==> config.mk <==
export PLATFORM = sky130hd
export DESIGN_NAME = ram_port_arbiter
export DESIGN_NICKNAME = d
export VERILOG_FILES = /design/src/rtl/ram_port_arbiter_pkg.sv /design/src/rtl/ram_port_arbiter_rr_picker.sv /design/src/rtl/ram_port_arbiter.sv
export SDC_FILE = /design/constraint.sdc
export NUM_CORES = 1
export LEC_CHECK = 0
export BUFFER_PORTS_ARGS = -buffer_cell sky130_fd_sc_hd__buf_2
export CAP_MARGIN = 40
export CORE_AREA = 2 2 70 72
export DETAILED_ROUTE_END_ITERATION = 7
export DIE_AREA = 0 0 72 74
export PLACE_DENSITY_LB_ADDON = 0.15
export SYNTH_ARGS = -nofsm -noshare
export SYNTH_HDL_FRONTEND = slang
export SYNTH_SLANG_ARGS = --single-unit
==> constraint.sdc <==
create_clock -name clk -period 3.1 [get_ports clk]
set_input_delay 0.31 -clock clk [delete_from_list [all_inputs] [get_ports clk]]
set_output_delay 0.31 -clock clk [all_outputs]
set_load 0.05 [all_outputs]
==> src/rtl/ram_port_arbiter_pkg.sv <==
// Shared types and constants for the RAM port arbiter.
// Optional error counter is enabled by RAM_PORT_ARBITER_ERR_CNT_EN.
package ram_port_arbiter_pkg;

    typedef enum logic {
        ARB_IDLE  = 1'b0,
        ARB_OWNED = 1'b1
    } arb_state_t;

    localparam int unsigned ERR_CNT_W = 16;

    function automatic logic [ERR_CNT_W-1:0] err_cnt_inc(input logic [ERR_CNT_W-1:0] v);
        return (&v) ? v : v + ERR_CNT_W'(1);
    endfunction

endpackage

==> src/rtl/ram_port_arbiter_rr_picker.sv <==
// Round-robin picker: first requesting index strictly after `last`, wrapping to 0.
module rr_picker #(
    parameter int unsigned NUM_REQ = 4,
    parameter int unsigned IDX_W   = $clog2(NUM_REQ)
) (
    input  logic [NUM_REQ-1:0] req,
    input  logic [IDX_W-1:0]   last,
    output logic [NUM_REQ-1:0] gnt,
    output logic [IDX_W-1:0]   gnt_idx,
    output logic               any
);

    always_comb begin
        gnt     = '0;
        gnt_idx = '0;
        any     = 1'b0;
        // Upper segment above `last` has priority over the wrapped lower segment.
        for (int unsigned i = 0; i < NUM_REQ; i++) begin
            if (!any && req[i] && (i > 32'(last))) begin
                any     = 1'b1;
                gnt[i]  = 1'b1;
                gnt_idx = IDX_W'(i);
            end
        end
        for (int unsigned i = 0; i < NUM_REQ; i++) begin
            if (!any && req[i] && (i <= 32'(last))) begin
                any     = 1'b1;
                gnt[i]  = 1'b1;
                gnt_idx = IDX_W'(i);
            end
        end
    end

endmodule

==> src/rtl/ram_port_arbiter.sv <==
// Multi-requester arbiter for a single-port RAM with round-robin and lock ownership.
// Define RAM_PORT_ARBITER_ERR_CNT_EN to add the saturating err_count output.
module ram_port_arbiter
    import ram_port_arbiter_pkg::*;
#(
    parameter int unsigned NUM_REQ    = 4,
    parameter int unsigned DATA_WIDTH = 8,
    parameter int unsigned ADDR_WIDTH = 8,
    parameter int unsigned RAM_DEPTH  = 1 << ADDR_WIDTH
) (
    input  logic                           clk,
    input  logic                           rst_n,
    input  logic [NUM_REQ-1:0]             req,
    input  logic [NUM_REQ-1:0]             lock,
    input  logic [NUM_REQ-1:0]             we,
    input  logic [NUM_REQ*ADDR_WIDTH-1:0]  addr,
    input  logic [NUM_REQ*DATA_WIDTH-1:0]  wdata,
    output logic [NUM_REQ-1:0]             gnt,
    output logic [NUM_REQ-1:0]             rvalid,
    output logic [DATA_WIDTH-1:0]          rdata,
    output logic [NUM_REQ-1:0]             err,
    output logic                           ram_en,
    output logic                           ram_we,
    output logic [ADDR_WIDTH-1:0]          ram_addr,
    output logic [DATA_WIDTH-1:0]          ram_wdata,
    input  logic [DATA_WIDTH-1:0]          ram_rdata
`ifdef RAM_PORT_ARBITER_ERR_CNT_EN
    ,
    output logic [ERR_CNT_W-1:0]           err_count
`endif
);

    localparam int unsigned IDX_W = $clog2(NUM_REQ);

    arb_state_t          state;
    logic [IDX_W-1:0]    owner;
    logic [IDX_W-1:0]    last_gnt;

    logic [NUM_REQ-1:0]  rr_gnt;
    logic [IDX_W-1:0]    rr_idx;
    logic                rr_any;

    logic                hold;
    logic                sel_any;
    logic [IDX_W-1:0]    sel_idx;
    logic                sel_we;
    logic [ADDR_WIDTH-1:0] sel_addr;
    logic [DATA_WIDTH-1:0] sel_wdata;
    logic                oor;
    logic [NUM_REQ-1:0]  gnt_int;
    logic                rd_issue;

    rr_picker #(
        .NUM_REQ (NUM_REQ),
        .IDX_W   (IDX_W)
    ) u_rr_picker (
        .req     (req),
        .last    (last_gnt),
        .gnt     (rr_gnt),
        .gnt_idx (rr_idx),
        .any     (rr_any)
    );

    always_comb begin
        // Owner keeps the port only while its lock is high; a dropped lock re-arbitrates this cycle.
        hold      = (state == ARB_OWNED) && lock[owner];
        sel_any   = hold ? req[owner] : rr_any;
        sel_idx   = hold ? owner : rr_idx;
        sel_we    = 1'b0;
        sel_addr  = '0;
        sel_wdata = '0;
        gnt_int   = '0;
        for (int unsigned i = 0; i < NUM_REQ; i++) begin
            if (sel_idx == IDX_W'(i)) begin
                sel_we     = we[i];
                sel_addr   = addr[i*ADDR_WIDTH +: ADDR_WIDTH];
                sel_wdata  = wdata[i*DATA_WIDTH +: DATA_WIDTH];
                gnt_int[i] = sel_any;
            end
        end
        oor      = 32'(sel_addr) >= RAM_DEPTH;
        rd_issue = sel_any && !oor && !sel_we;
    end

    assign gnt       = rst_n ? gnt_int : '0;
    assign err       = (rst_n && oor) ? gnt_int : '0;
    assign ram_en    = rst_n && sel_any && !oor;
    assign ram_we    = ram_en && sel_we;
    assign ram_addr  = ram_en ? sel_addr : '0;
    assign ram_wdata = ram_en ? sel_wdata : '0;
    assign rdata     = (|rvalid) ? ram_rdata : '0;

    always_ff @(posedge clk or negedge rst_n) begin
        if (!rst_n) begin
            state    <= ARB_IDLE;
            owner    <= '0;
            last_gnt <= IDX_W'(NUM_REQ - 1);
            rvalid   <= '0;
        end else begin
            rvalid <= rd_issue ? gnt_int : '0;
            if (sel_any) begin
                last_gnt <= sel_idx;
                owner    <= sel_idx;
                state    <= lock[sel_idx] ? ARB_OWNED : ARB_IDLE;
            end else if (!hold) begin
                state <= ARB_IDLE;
            end
        end
    end

`ifdef RAM_PORT_ARBITER_ERR_CNT_EN
    always_ff @(posedge clk or negedge rst_n) begin
        if (!rst_n) begin
            err_count <= '0;
        end else if (|err) begin
            err_count <= err_cnt_inc(err_count);
        end
    end
`else
    // No error counter in this build.
`endif

endmodule

# Yosys cells after proc, flatten, opt, wreduce, memory -nomap -nowiden
# Index checks and enable logic that the tools add are counted.
[word_totals] romBits=0 n_memories=0 reg_bits=9 out_inout_bits=38 inputBits=86 wordCells=87 latchBits=0 mem_bits_rw=0
[op_classes] n_addsub=0 n_reduce_logical=25 n_lt_le_gt_ge=8 muxes=46 bitwise_logic=0 shift=0 n_eq_ne=4 multipliers=0 n_div=0
[op_table] cell="8-bit two-way mux" n=11
[op_table] cell="1-bit two-way mux" n=23
[op_table] cell="1-bit logical AND" n=16
[op_table] cell="2-bit two-way mux" n=7
[op_table] cell="4-bit two-way mux" n=2
[op_table] cell="1-bit logical NOT" n=7
[op_table] cell="1-bit binary-select mux with 2-bit select" n=3
[op_table] cell="2-bit by 3-bit less-than comparator with 1-bit output, second input constant" n=2
[op_table] cell="2-bit equality test, second input constant" n=2
[op_table] cell="2-bit > comparator, first input constant" n=2
[op_table] cell="2-bit <= comparator, first input constant" n=2
[op_table] cell="4-bit OR reduction" n=1
[op_table] cell="2-bit by 1-bit equality test with 1-bit output, second input constant" n=1
[op_table] cell="1-bit by 2-bit > comparator with 1-bit output, first input constant" n=1
[op_table] cell="1-bit by 2-bit <= comparator with 1-bit output, first input constant" n=1
[op_table] cell="2-bit logical NOT" n=1
[op_table] cell="2-bit by 1-bit inequality test with 1-bit output, second input constant" n=1

# Depth between registers and ports, before layout
# Gate-level depths: netlist of the first run.
[logic_depth] depth_word=35 ltp_mapped=9 mapped_depth_nobuf=7

# Cells and area by module
# From an unflattened synthesis of the first run, not the netlist that was laid out.
[unflattened] cells_unflattened=236 area_unflattened_um2=1744.2
[by_module_without_submodules] mod="ram_port_arbiter" seq_area_each_um2=227.7 cells_each=202 area_each_um2=1510.2 instances=1
[by_module_without_submodules] mod="rr_picker" seq_area_each_um2=0.0 cells_each=34 area_each_um2=234.0 instances=1

# Least setup slack after synthesis of the first run
# Ideal clock, no wire load.
[synth_timing] path_type="reg2out" start="reg last_gnt[1]" end="out ram_addr[0]" path_buffers=1 required_time_ns=2.790 arrival_time_ns=4.026 stages_incl_launch_ff=8 slack_ns=-1.236 cell_sequence="dfstp_2 -> buf_2 -> mux2i_1 -> o32a_1 -> o21ai_2 -> a31oi_2 -> o22ai_1 -> a2111oi_0"
[synth_between] elab_chain_len=33 word_cells_on_any_way=50 cone_classes="order compare: 6; eq/ne: 3; mux: 21; reduce/logical: 20"
[synth_rtl] item="from (decl)" line="ram_port_arbiter.sv:37" source="logic [IDX_W-1:0] last_gnt;"
[synth_rtl] item="from (signal assigned)" line="ram_port_arbiter.sv:97" source="last_gnt <= IDX_W'(NUM_REQ - 1);"
[synth_rtl] item="from (signal assigned)" line="ram_port_arbiter.sv:102" source="last_gnt <= sel_idx;"
[synth_rtl] item="1-bit by 2-bit > comparator with 1-bit output" line="ram_port_arbiter_rr_picker.sv:19" source="if (!any && req[i] && (i > 32'(last))) begin"
[synth_rtl] item="1-bit logical AND" line="ram_port_arbiter_rr_picker.sv:19"
[synth_rtl] item="1-bit two-way mux" line="ram_port_arbiter_rr_picker.sv:19"
[synth_rtl] item="1-bit logical NOT" line="ram_port_arbiter_rr_picker.sv:19"
[synth_rtl] item="1-bit logical AND (2 in series)" line="ram_port_arbiter_rr_picker.sv:19"
[synth_rtl] item="1-bit two-way mux" line="ram_port_arbiter_rr_picker.sv:19"
[synth_rtl] item="1-bit logical NOT" line="ram_port_arbiter_rr_picker.sv:19"
[synth_rtl] item="1-bit logical AND (2 in series)" line="ram_port_arbiter_rr_picker.sv:19"
[synth_rtl] item="[... 11 more ...]"
[synth_rtl] item="1-bit two-way mux" line="ram_port_arbiter_rr_picker.sv:26" source="if (!any && req[i] && (i <= 32'(last))) begin"
[synth_rtl] item="1-bit logical NOT" line="ram_port_arbiter_rr_picker.sv:26"
[synth_rtl] item="1-bit logical AND (2 in series)" line="ram_port_arbiter_rr_picker.sv:26"
[synth_rtl] item="2-bit two-way mux" line="ram_port_arbiter_rr_picker.sv:26"
[synth_rtl] item="2-bit two-way mux" line="ram_port_arbiter.sv:68" source="sel_idx = hold ? owner : rr_idx;"
[synth_rtl] item="2-bit logical NOT" line="ram_port_arbiter.sv:74" source="if (sel_idx == IDX_W'(i)) begin"
[synth_rtl] item="8-bit two-way mux (4 in series)" line="ram_port_arbiter.sv:74"
[synth_rtl] item="8-bit two-way mux *" line="ram_port_arbiter.sv:89" source="assign ram_addr = ram_en ? sel_addr : '0;"
[synth_rtl] item="to (decl)" line="ram_port_arbiter.sv:24" source="output logic [ADDR_WIDTH-1:0] ram_addr,"
# Mark *: on every way between the ends. The rest lies on a longest branch, timed or not.

# Final worst setup path of the first run
[layout_timing] start="reg owner[0]" end="out ram_wdata[3]"
[layout_between] elab_chain_len=10 word_cells_on_any_way=17 cone_classes="eq/ne: 3; mux: 11; reduce/logical: 3"
[layout_rtl] item="from (decl)" line="ram_port_arbiter.sv:36" source="logic [IDX_W-1:0] owner;"
[layout_rtl] item="from (signal assigned)" line="ram_port_arbiter.sv:103" source="owner <= sel_idx;"
[layout_rtl] item="1-bit binary-select mux with 2-bit select" line="ram_port_arbiter.sv:66" source="hold = (state == ARB_OWNED) && lock[owner];"
[layout_rtl] item="1-bit two-way mux (not written as such)" line="ram_port_arbiter.sv:66"
[layout_rtl] item="1-bit logical AND" line="ram_port_arbiter.sv:66"
[layout_rtl] item="2-bit two-way mux" line="ram_port_arbiter.sv:68"
[layout_rtl] item="2-bit logical NOT" line="ram_port_arbiter.sv:74"
[layout_rtl] item="8-bit two-way mux (4 in series)" line="ram_port_arbiter.sv:74"
[layout_rtl] item="8-bit two-way mux *" line="ram_port_arbiter.sv:90" source="assign ram_wdata = ram_en ? sel_wdata : '0;"
[layout_rtl] item="to (decl)" line="ram_port_arbiter.sv:25" source="output logic [DATA_WIDTH-1:0] ram_wdata,"
# Mark *: on every way between the ends. The rest lies on a longest branch, timed or not. The select of a mux whose other input is x is not followed.

==> summary.txt, run 1 <==
Run status
  – Status: finished clean

Synth
  – Avg Cell Area, Syn: around 8.6 um2
  – Yosys warnings: 0
  – Synth Flop Type: dfrtp_1
  – Unique cell type count in the Yosys netlist: between 40 and 50
  – Async set-reset flop share out of synthesis: 100.0%
  – Synth Register Bits: 9
  – Mapped Area: between 1000 and 1500 um2
  – Seq/Total Area, Yosys: about 17%
  – Cells after Synth: about 160
  – EDFF count, synth: 0

Power and ir drop
  – Leak: 0.001120 uW
  – Pwr per Cell Area: 1180 nW/um2
  – VDD IR max: between 0.4 and 0.5 mV

Global route
  – Initial antenna violation count: 0
  – Grt total ovfl: 0
  – Pin count of the biggest net entering global routing: 14
  – GRT met1 Usage: about 22%
  – GR peak layer: met2
  – Grt met2 use: between 20% and 30%
  – Met3 Usage GRT: under 10%
  – Vias in the first global route: approximately 1600
  – Overall Global Routing Usage: between 10% and 20%
  – First-pass GRT wire length: approximately 7200 um

Die
  – Row Count: 25
  – Starting Density: 29.20%
  – Die Y: between 70 and 80 um
  – I/O pin count: 124
  – Chip width: around 72 um
  – Core region area: roughly 4600 um2
  – Die area: ~5300 um2

STA
  – Fmax: approximately 0.33 GHz
  – Fin. max-slew vios: 0
  – Slew margin rel.: a little under three fifths
  – Final Hold Fails: 0
  – RSZ-0062 raised after global routing: true
  – Crit share post-route: around 98%
  – Final worst slack: roughly 0.054 ns
  – Worst clock skew: just under 0.0003 ns
  – Final setup violation count: 0
  – Final min period: roughly 3.0 ns
  – Tightest Pin Transition: between 0.6 and 0.7 ns

Finish
  – Final cell count without fillers: between 300 and 400
  – Utilization after layout: 46.72%
  – Fillers: roughly 460
  – Final instance area: 2148 um2
  – Share of post-route cells with drive strength above 1: a little under three fifths
  – Antenna cells: 0
  – Fin nets: between 300 and 400
  – Area grow syn2layout: 60.02%

Placed design
  – Worst slack, placed: between 0.15 and 0.2 ns
  – Port buffer count: ~120
  – GPL Wtd Cong: about 0.85
  – Dpl hpwl: around 3900 um
  – Placement Cell Area: 2041 um2
  – Inst Count DP: 331

Drt
  – Initial DRC count: 60
  – DR pass1 iterations: 4
  – Final antenna-violating net count: 0
  – Final WL: around 4600 um
  – DR vias: ~1700
  – Mean number of vias per cell: around 5
  – Wire per inst: 13.56 um
  – Post-route DRC: 0

Critical path
  – Critical path startpoint category: flip-flop
  – Setup CP Type: reg -> out
  – CP Data Arrival Time: 2.74 ns
  – Crit Path Max Fanout: 10
  – CP Data Required Time: about 2.8 ns
  – CP endpoint kind: output port

Clock tree
  – CTS sink cnt: 9
  – TritonCTS clock tree: yes
  – Inserted Clock Buffers: 3
  – Worst-path clk slew: 0.04 ns
  – Skew-Pair Late Insertion Delay: ~0.23 ns
  – H-tree depth: 1
  – Clk buf depth: 2
  – CTS root buffer: clkbuf_8

Hold path
  – Worst min-delay path class: in -> reg

Flow run
  – MaxCap Viol Count: 0
==> Yosys cell counts, types with 2 or more instances <==
| library cell | count | area share [%] |
|---|---|---|
| a2111oi_0 | 5 | 3.3 |
| a21oi_1 | 5 | 1.9 |
| a31oi_1 | 2 | 0.93 |
| and2_1 | 9 | 4.2 |
| and3_1 | 3 | 1.4 |
| buf_2 | 4 | 1.5 |
| buf_4 | 4 | 2.2 |
| buf_6 | 2 | 1.7 |
| dfrtp_1 | 7 | 13 |
| dfstp_2 | 2 | 3.9 |
| inv_1 | 8 | 2.2 |
| mux2_2 | 3 | 2.5 |
| mux2i_2 | 2 | 2.1 |
| mux4_1 | 6 | 12 |
| mux4_2 | 4 | 6.7 |
| nand2_1 | 16 | 4.5 |
| nand2b_1 | 4 | 1.9 |
| nand3b_1 | 2 | 1.1 |
| nor2_1 | 17 | 4.8 |
| nor2b_1 | 9 | 4.2 |
| nor3_1 | 7 | 2.6 |
| o21ai_0 | 5 | 1.9 |
| o221ai_1 | 3 | 2.0 |
| o22ai_1 | 5 | 2.3 |
| o2bb2ai_1 | 2 | 1.3 |
| or2_2 | 2 | 0.93 |
==> metrics by stage <==
step / hold WS (ns) / setup TNS [ns] / power [uW]
after floorplan: 0.01441 / 0 / 1866
after global placement: 0.1741 / 0 / 2325
after detailed placement: 0.1760 / 0 / 2335
after CTS: 0.2529 / 0 / 2488
after global routing: 0.2540 / -0.02804 / 2711
final: 0.2539 / 0 / 2536
==> final cells by class <==
cell class,count,area (um2),share of cell area [%]
Tap cell,54,67.56,3.145
Multi-Input combinational cell,132,1072,49.91
Clock buffer,4,45.04,2.097
Inverter,8,30.03,1.398
Timing Repair Buffer,133,704.4,32.79
Sequential cell,9,229.0,10.66
==> kinds of logic after synthesis <==
logic type | Yosys count | synth area share, %
buffers and inverters | 18 | 7.642
other | 1 | 0.2793
AOI/OAI and AO/OA | 38 | 22.09
DFF | 9 | 16.96
muxes | 17 | 25.44
and+or+nand+nor | 73 | 27.59
==> cells in the final DEF, fill, tap and decap left out, drive strengths merged, types with 2 or more instances in the layout <==
cell,count
buf,132
a21oi,5
o21ai,6
conb,4
a2bb2oi,2
nand2b,4
dfstp,2
a2111oi,5
or2,2
nor2b,9
a31oi,3
mux2i,4
dfrtp,7
o22ai,5
clkbuf,4
nor3,7
mux2,3
mux4,10
o2bb2ai,2
inv,8
nor2,17
o221ai,3
nand2,16
and2,9
and3,3
nand3b,2
==> worst max-delay path, stage by stage, from the launching register on <==
cell	delay (ns)
dfrtp_2	0.42
mux2_2	0.39
a2bb2oi_4	0.27
mux2i_2	0.30
buf_6	0.20
mux4_1	0.56
and2_1	0.17
buf_2	0.20
==> sequential cells by signal (all words and copies together) (netlist names) <==
register / cells
rvalid: 4
last_gnt: 2
owner: 2
state: 1
==> path summary, 6_finish.rpt <==
check | slack, ns | from | to | depth (start not counted)
hold / removal | 0.25 | we[3] | rvalid[3]$_DFF_PN0_ | 2
max in group asynchronous | 2.39 | rst_n | last_gnt[1]$_DFFE_PN1N_ | 2
setup / recovery | 0.05 | owner[0]$_DFFE_PN0N_ | ram_wdata[3] | 7
hold reg to reg | 0.51 | last_gnt[1]$_DFFE_PN1N_ | last_gnt[1]$_DFFE_PN1N_ | 2
setup reg to reg | 0.89 | last_gnt[1]$_DFFE_PN1N_ | state$_DFFE_PN0P_ | 6
min in group asynchronous | 0.46 | rst_n | rvalid[0]$_DFF_PN0_ | 2
==> layer usage <==
layer  wire, um  share of wire, %  vias up
li1           -                 -      840
met1       1978                43      777
met2       2290                50       66
met3        319               6.9        2
met4         22              0.48        0
met5          0                 0        -
==> repair_timing <==
action	in CTS	in global routing
setup buffers	0	4
endpoints found under the setup margin	7	13
hold endpoints to repair	7	0
pin swaps	0	1
hold buffers	1	0
gates resized for setup	2	3
==> power breakdown <==
| group | switching [uW] | leakage [uW] | internal [uW] | total [uW] |
|---|---|---|---|---|
| clock | 44.1 | 0.0000228 | 89.4 | 133 |
| combinational | 1400 | 0.000988 | 760 | 2160 |
| sequential | 55.4 | 0.000110 | 184 | 239 |
Power figures use the tool's default switching activity.
==> inputs of run 2 (changes only) <==
Settings changed: REMOVE_ABC_BUFFERS set to 1.
==> run 2 against run 1 <==
Wire length rose by 1.1%. Combinational power is essentially flat. Worst setup slack improved by 0.052 ns. Total power shrank 1.2%. Via count is 2.3% higher. Largest cell class unchanged. Largest power group unchanged.
==> summary.txt, run 2 (same netlist as run 1, synthesis figures left out) <==
Clock tree
  – Worst-path clk slew: 0.04 ns (about the same)
  – H-tree depth: 1 (unchanged)
  – Inserted Clock Buffers: 3 (unchanged)
  – CTS sink cnt: 9 (unchanged)
  – CTS root buffer: clkbuf_8
  – Clk buf depth: 2 (unchanged)
  – TritonCTS clock tree: yes
  – Skew-Pair Late Insertion Delay: 0.23 ns (about the same)

Drt
  – DR vias: 1723 (+2.3%)
  – Wire per inst: 13.71 um (+1.1%)
  – DR pass1 iterations: 4 (unchanged)
  – Final antenna-violating net count: 0 (unchanged)
  – Mean number of vias per cell: 5.068 (+2.3%)
  – Post-route DRC: 0 (unchanged)
  – Initial DRC count: 80 (+33%)
  – Final WL: 4662 um (+1.1%)

STA
  – Hold_ws: 0.2533 ns (-0.0005990 ns)
  – Final Hold Fails: 0 (unchanged)
  – Fmax: 0.3340 GHz (+1.7%)
  – Final min period: 2.994 ns (-0.05195 ns)
  – Final worst slack: 0.1060 ns (+0.05196 ns)
  – Final TNS setup: 0 ns (unchanged)
  – Final setup violation count: 0 (unchanged)
  – RSZ-0062 raised after global routing: false
  – Worst clock skew: 0.002421 ns (+0.002124 ns)
  – Fin. max-slew vios: 0 (unchanged)
  – Crit share post-route: 96.58% (-1.7 points)

Critical path
  – CP Data Required Time: 2.79 ns (about the same)
  – Slowest cell delay on critical path: 0.55 ns (about the same)
  – CP Data Arrival Time: 2.68 ns (-0.06 ns)
  – Setup CP Type: reg -> out
  – CP endpoint kind: output port
  – Crit Path Max Fanout: 15 (+5)
  – CP delay by family, top: multiplexers
  – Crit-path slowest cell: mux4_1
  – Worst path bufs/invs: 2 (unchanged)
  – Critical path startpoint category: flip-flop
  – Critical-path cell list: mux2_2, a2bb2oi_4, mux2i_2, buf_12, mux4_1, and2_1, buf_2

Die
  – Die Y: 74 um (unchanged)
  – Die area: 5328 um2 (unchanged)
  – Chip width: 72 um (unchanged)
  – Core region area: 4598 um2 (unchanged)
  – Row Count: 25 (unchanged)
  – I/O pin count: 124 (unchanged)
  – Starting Density: 29.20% (unchanged)

Finish
  – Largest reg by FF count: rvalid
  – Biggest regs: rvalid (4), last_gnt (2), owner (2)
  – Fin nets: 373 (unchanged)
  – Area grow syn2layout: 58.71%
  – Final cell count without fillers: 340 (unchanged)
  – Share of post-route cells with drive strength above 1: 54.20% (-1.7 points)
  – Final instance area: 2131 um2 (-0.82%)
  – Largest register FFs: 4 (unchanged)
  – Antenna cells: 0 (unchanged)
  – Most frequent cells in the layout: buf_2, nor2_1, nand2_1, buf_4
  – Commonest non-fill, non-tap cell in the layout: buf_2

Power and ir drop
  – VDD IR max: 0.4934 mV (+19%)
  – Pwr per Cell Area: 1176 nW/um2 (-0.36%)
  – Leak: 0.001122 uW (+0.14%)

Global route
  – First-pass GRT wire length: 7279 um (+0.47%)
  – Grt total ovfl: 0 (unchanged)
  – Overall Global Routing Usage: 16.87% (+0.11 points)
  – Vias in the first global route: 1558 (-4.4%)
  – Initial antenna violation count: 0 (unchanged)
  – Pin count of the biggest net entering global routing: 16 (+2)

Placed design
  – Dpl hpwl: 3880 um (-0.13%)
  – GPL Wtd Cong: 0.7747 (-9.1%)
  – Port buffer count: 119 (unchanged)
  – Placement Cell Area: 2032 um2 (-0.43%)
  – Inst Count DP: 332 (+0.30%)
  – Worst slack, placed: 0.2246 ns (+0.05342 ns)

Flow run
  – MaxCap Viol Count: 0 (unchanged)

Hold path
  – Worst min-delay path class: in -> reg

Run status
  – Status: finished clean
[run 2: cell count changes in the layout (fill, tap and decap cells not counted)]
| cell | delta |
|---|---|
| nor3_1 | -1 |
| nand2_2 | -1 |
| nand2_1 | +1 |
| a2111oi_0 | +5 |
| buf_12 | +1 |
| buf_2 | -1 |
| buf_6 | -1 |
| nor3_2 | +1 |
| buf_4 | +1 |
| a2111oi_2 | -5 |
[run 2: worst paths after layout]
kind | from | endpoint | slack, ns | cells after the start
max in group asynchronous | rst_n | last_gnt[1]$_DFFE_PN1N_ | 2.36 | 2
min | we[0] | rvalid[0]$_DFF_PN0_ | 0.25 | 2
min in group asynchronous | rst_n | state$_DFFE_PN0P_ | 0.49 | 2
max | owner[0]$_DFFE_PN0N_ | ram_addr[4] | 0.11 | 7
max reg2reg | last_gnt[1]$_DFFE_PN1N_ | state$_DFFE_PN0P_ | 0.84 | 8
min reg2reg | last_gnt[1]$_DFFE_PN1N_ | last_gnt[1]$_DFFE_PN1N_ | 0.48 | 2
[run 2: power by group]
part / switching (uW) / internal (uW)
logic: 1390 / 753
clock network: 41.4 / 89.2
registers: 53.1 / 184
total: 1480 / 1030
[run 2: layer usage]
metal / GRT usage [%] / wire (um) / share of wire (%) / vias up
li1: - / - / - / 842
met1: 21.75 / 1953 / 42 / 796
met2: 30.45 / 2363 / 51 / 83
met3: 3.252 / 331 / 7.1 / 2
met4: 1.887 / 12 / 0.26 / 0
met5: 0 / 0 / 0 / -
[run 2: cell type report]
type	instances	area [um2]
clock buffer	4	45.04
fill	465	2467
inverter	8	30.03
tap	54	67.56
timing repair buffer	133	715.7
multi-input combinational	132	1044
sequential	9	229.0
[run 2: timing repair]
action                                  4_1_cts  5_1_grt
hold buffers                                  1        0
hold endpoints to repair                      7        0
pin swaps                                     0        1
endpoints found under the setup margin        1       13
resized for setup                             1        3
buffers inserted                              0        3
[run 2: metrics by stage]
| step | util (%) | total power [uW] |
|---|---|---|
| floorplan | - | 1765 |
| global placement | 44.19 | 2328 |
| detailed placement | 44.19 | 2331 |
| CTS | 45.42 | 2472 |
| global route | 46.34 | 2676 |
| finish | 46.34 | 2506 |
==> inputs of run 3 (changes only) <==
Settings changed: CORE_AREA 2 2 70 72 to 2 2 80 82, DIE_AREA 0 0 72 74 to 0 0 82 84, SYNTH_HIERARCHICAL set to 1.
==> run 3 against run 2 <==
Global-route usage is 1.4 points lower. Synthesized cell count is 42% higher. Critical path depth is 2 higher. Sequential share of layout area is 1.1 points lower. Final area is 11% higher. Register-to-register slack better by 0.02 ns. Critical path type unchanged. Critical endpoint unchanged.
==> summary.txt, run 3 <==
Power and ir drop
  – Pwr per Cell Area: 1227 nW/um2 (+4.3%)
  – Switch share: 62.06% (+3.0 points)
  – Psw: 1802 uW (+22%)
  – Clock Power Share: 4.6% (-0.6 points)
  – Total internal power: 1102 uW (+7.4%)
  – Seq pwr share: 9.3% (about the same)
  – VDD IR max: 0.6505 mV (+32%)
  – Combinational share of power: 86.1% (+0.8 points)
  – Leak: 0.001203 uW (+7.3%)

Drt
  – Mean number of vias per cell: 4.954 (-2.2%)
  – Final WL: 5428 um (+16%)
  – Final antenna-violating net count: 0 (unchanged)
  – Post-route DRC: 0 (unchanged)
  – DR vias: 2066 (+20%)
  – DR pass1 iterations: 4 (unchanged)
  – Wire per inst: 13.02 um (-5.1%)
  – Initial DRC count: 72 (-10%)

STA
  – Slew margin rel.: approximately 57%
  – Crit share post-route: 94.21% (-2.4 points)
  – Tightest Pin Transition: around 0.64 ns
  – Fmax: 0.3424 GHz (+2.5%)
  – Final TNS setup: 0 ns (unchanged)
  – Final min period: 2.921 ns (-0.07347 ns)
  – Worst clock skew: 0.002000 ns (-0.0004211 ns)
  – Fin. max-slew vios: 0 (unchanged)
  – Final Hold Fails: 0 (unchanged)
  – Final setup violation count: 0 (unchanged)
  – RSZ-0062 raised after global routing: true
  – Hold_ws: 0.2476 ns (-0.005772 ns)

Clock tree
  – Inserted Clock Buffers: 3 (unchanged)
  – Worst-path clk slew: 0.04 ns (about the same)
  – Clk buf depth: 2 (unchanged)
  – CTS root buffer: clkbuf_8
  – Skew-Pair Late Insertion Delay: 0.23 ns (about the same)
  – CTS sink cnt: 9 (unchanged)
  – H-tree depth: 1 (unchanged)
  – TritonCTS clock tree: yes

Critical path
  – Crit Path Max Fanout: 14 (-1)
  – CP Data Required Time: 2.79 ns (about the same)
  – Critical path startpoint category: flip-flop
  – Setup CP Type: reg -> out
  – CP Data Arrival Time: 2.61 ns (-0.07 ns)
  – CP endpoint kind: output port

Finish
  – Largest register FFs: 4 (unchanged)
  – Most frequent cells in the layout: buf_2, nor2_1, nand2_1, nor2b_1, a21oi_1
  – Multi-input logic area: 1276 um2 (+22%)
  – Fillers: 688 (+48%)
  – Final instance area: 2367 um2 (+11%)
  – Area grow syn2layout: 43.88%
  – Largest reg by FF count: rvalid
  – Fin nets: 427 (+14%)
  – Biggest regs: rvalid (4), last_gnt (2), owner (2)
  – FF/Latch Area: 229.0 um2 (unchanged)
  – Final cell count without fillers: 417 (+23%)
  – Antenna cells: 0 (unchanged)
  – Commonest non-fill, non-tap cell in the layout: buf_2
  – Share of post-route cells with drive strength above 1: 44.71% (-9.5 points)

Flow run
  – MaxCap Viol Count: 0 (unchanged)

Placed design
  – Inst Count DP: 411 (+24%)
  – Dpl hpwl: 4348 um (+12%)
  – Port buffer count: 119 (unchanged)
  – GPL Wtd Cong: 0.7596 (-1.9%)
  – Placement Cell Area: 2285 um2 (+12%)

Global route
  – First-pass GRT wire length: 8590 um (+18%)
  – Vias in the first global route: 1873 (+20%)
  – Overall Global Routing Usage: 15.49% (-1.4 points)
  – Initial antenna violation count: 0 (unchanged)
  – Pin count of the biggest net entering global routing: 19 (+3)
  – Grt total ovfl: 0 (unchanged)

Die
  – Die Y: 84 um (+14%)
  – Chip width: 82 um (+14%)
  – Starting Density: 26.99% (-2.2 points)
  – Row Count: 29 (+16%)
  – I/O pin count: 124 (unchanged)
  – Core region area: 6096 um2 (+33%)
  – Die area: 6888 um2 (+29%)

Synth
  – Mapped Area: 1645 um2 (+23%)
  – Cells after Synth: 222 (+42%)
  – Avg Cell Area, Syn: 7.411 um2 (-14%)
  – Yosys warnings: 6 (+6)

Hold path
  – Worst min-delay path class: in -> reg

Run status
  – Status: finished clean
## run 3: per-layer routing
layer | wire (um) | track usage (%)
met5 | 0 | 0
met4 | 49 | 3.030
met3 | 425 | 2.489
met2 | 2556 | 27.42
met1 | 2398 | 19.41
## run 3: critical path, cell delays in order, from the launching register on
cell and delay (ns):
dfstp_2 0.58, and2b_4 0.20, a21oi_1 0.10, o221ai_1 0.12
buf_4 0.20, nand2b_1 0.09, o21ai_2 0.17, nor2b_1 0.19
a2111oi_0 0.38, buf_2 0.34
## run 3: metrics by stage
stage / utilization (%) / setup WS (ns) / power (uW)
floorplan: - / -1.726 / 2111
global route: 38.83 / -0.01566 / 3151
detailed placement: 37.48 / 0.3201 / 2760
finish: 38.83 / 0.1795 / 2904
CTS: 38.38 / 0.05965 / 2898
global placement: 37.42 / 0.3068 / 2749
## run 3: worst paths after layout
path | from | end | cells after the start | slack [ns]
worst min-delay path | we[2] | rvalid[2]$_DFF_PN0_ | 2 | 0.25
worst min register to register | last_gnt[1]$_DFFE_PN1P_ | last_gnt[1]$_DFFE_PN1P_ | 2 | 0.54
worst max register to register | owner[0]$_DFFE_PN0P_ | rvalid[0]$_DFF_PN0_ | 6 | 0.86
max in group asynchronous | rst_n | last_gnt[0]$_DFFE_PN1P_ | 2 | 2.38
worst max-delay path | last_gnt[1]$_DFFE_PN1P_ | ram_addr[4] | 9 | 0.18
min in group asynchronous | rst_n | owner[1]$_DFFE_PN0P_ | 2 | 0.47
## run 3: area by class of cell
class,count,share of cell area [%]
clock buffer,4,1.903
inverter,7,1.110
multi-input combinational,188,53.91
sequential,9,9.672
tap,77,4.070
timing repair buffer,132,29.33
## run 3: what timing repair did
action / CTS / global route
hold buffers: 1 / 0
hold endpoints to repair: 7 / 0
setup endpoints to repair: 0 / 14
buffers inserted: 0 / 1
resized for setup: 0 / 6
## run 3: power groups by stage
stage | Combinational (uW) | Sequential [uW] | Clock, uW
detailed placement | 2490 | 269 | 0
global placement | 2480 | 270 | 0
global route | 2730 | 282 | 142
floorplan | 1790 | 324 | 0
finish | 2500 | 270 | 134
CTS | 2500 | 267 | 134
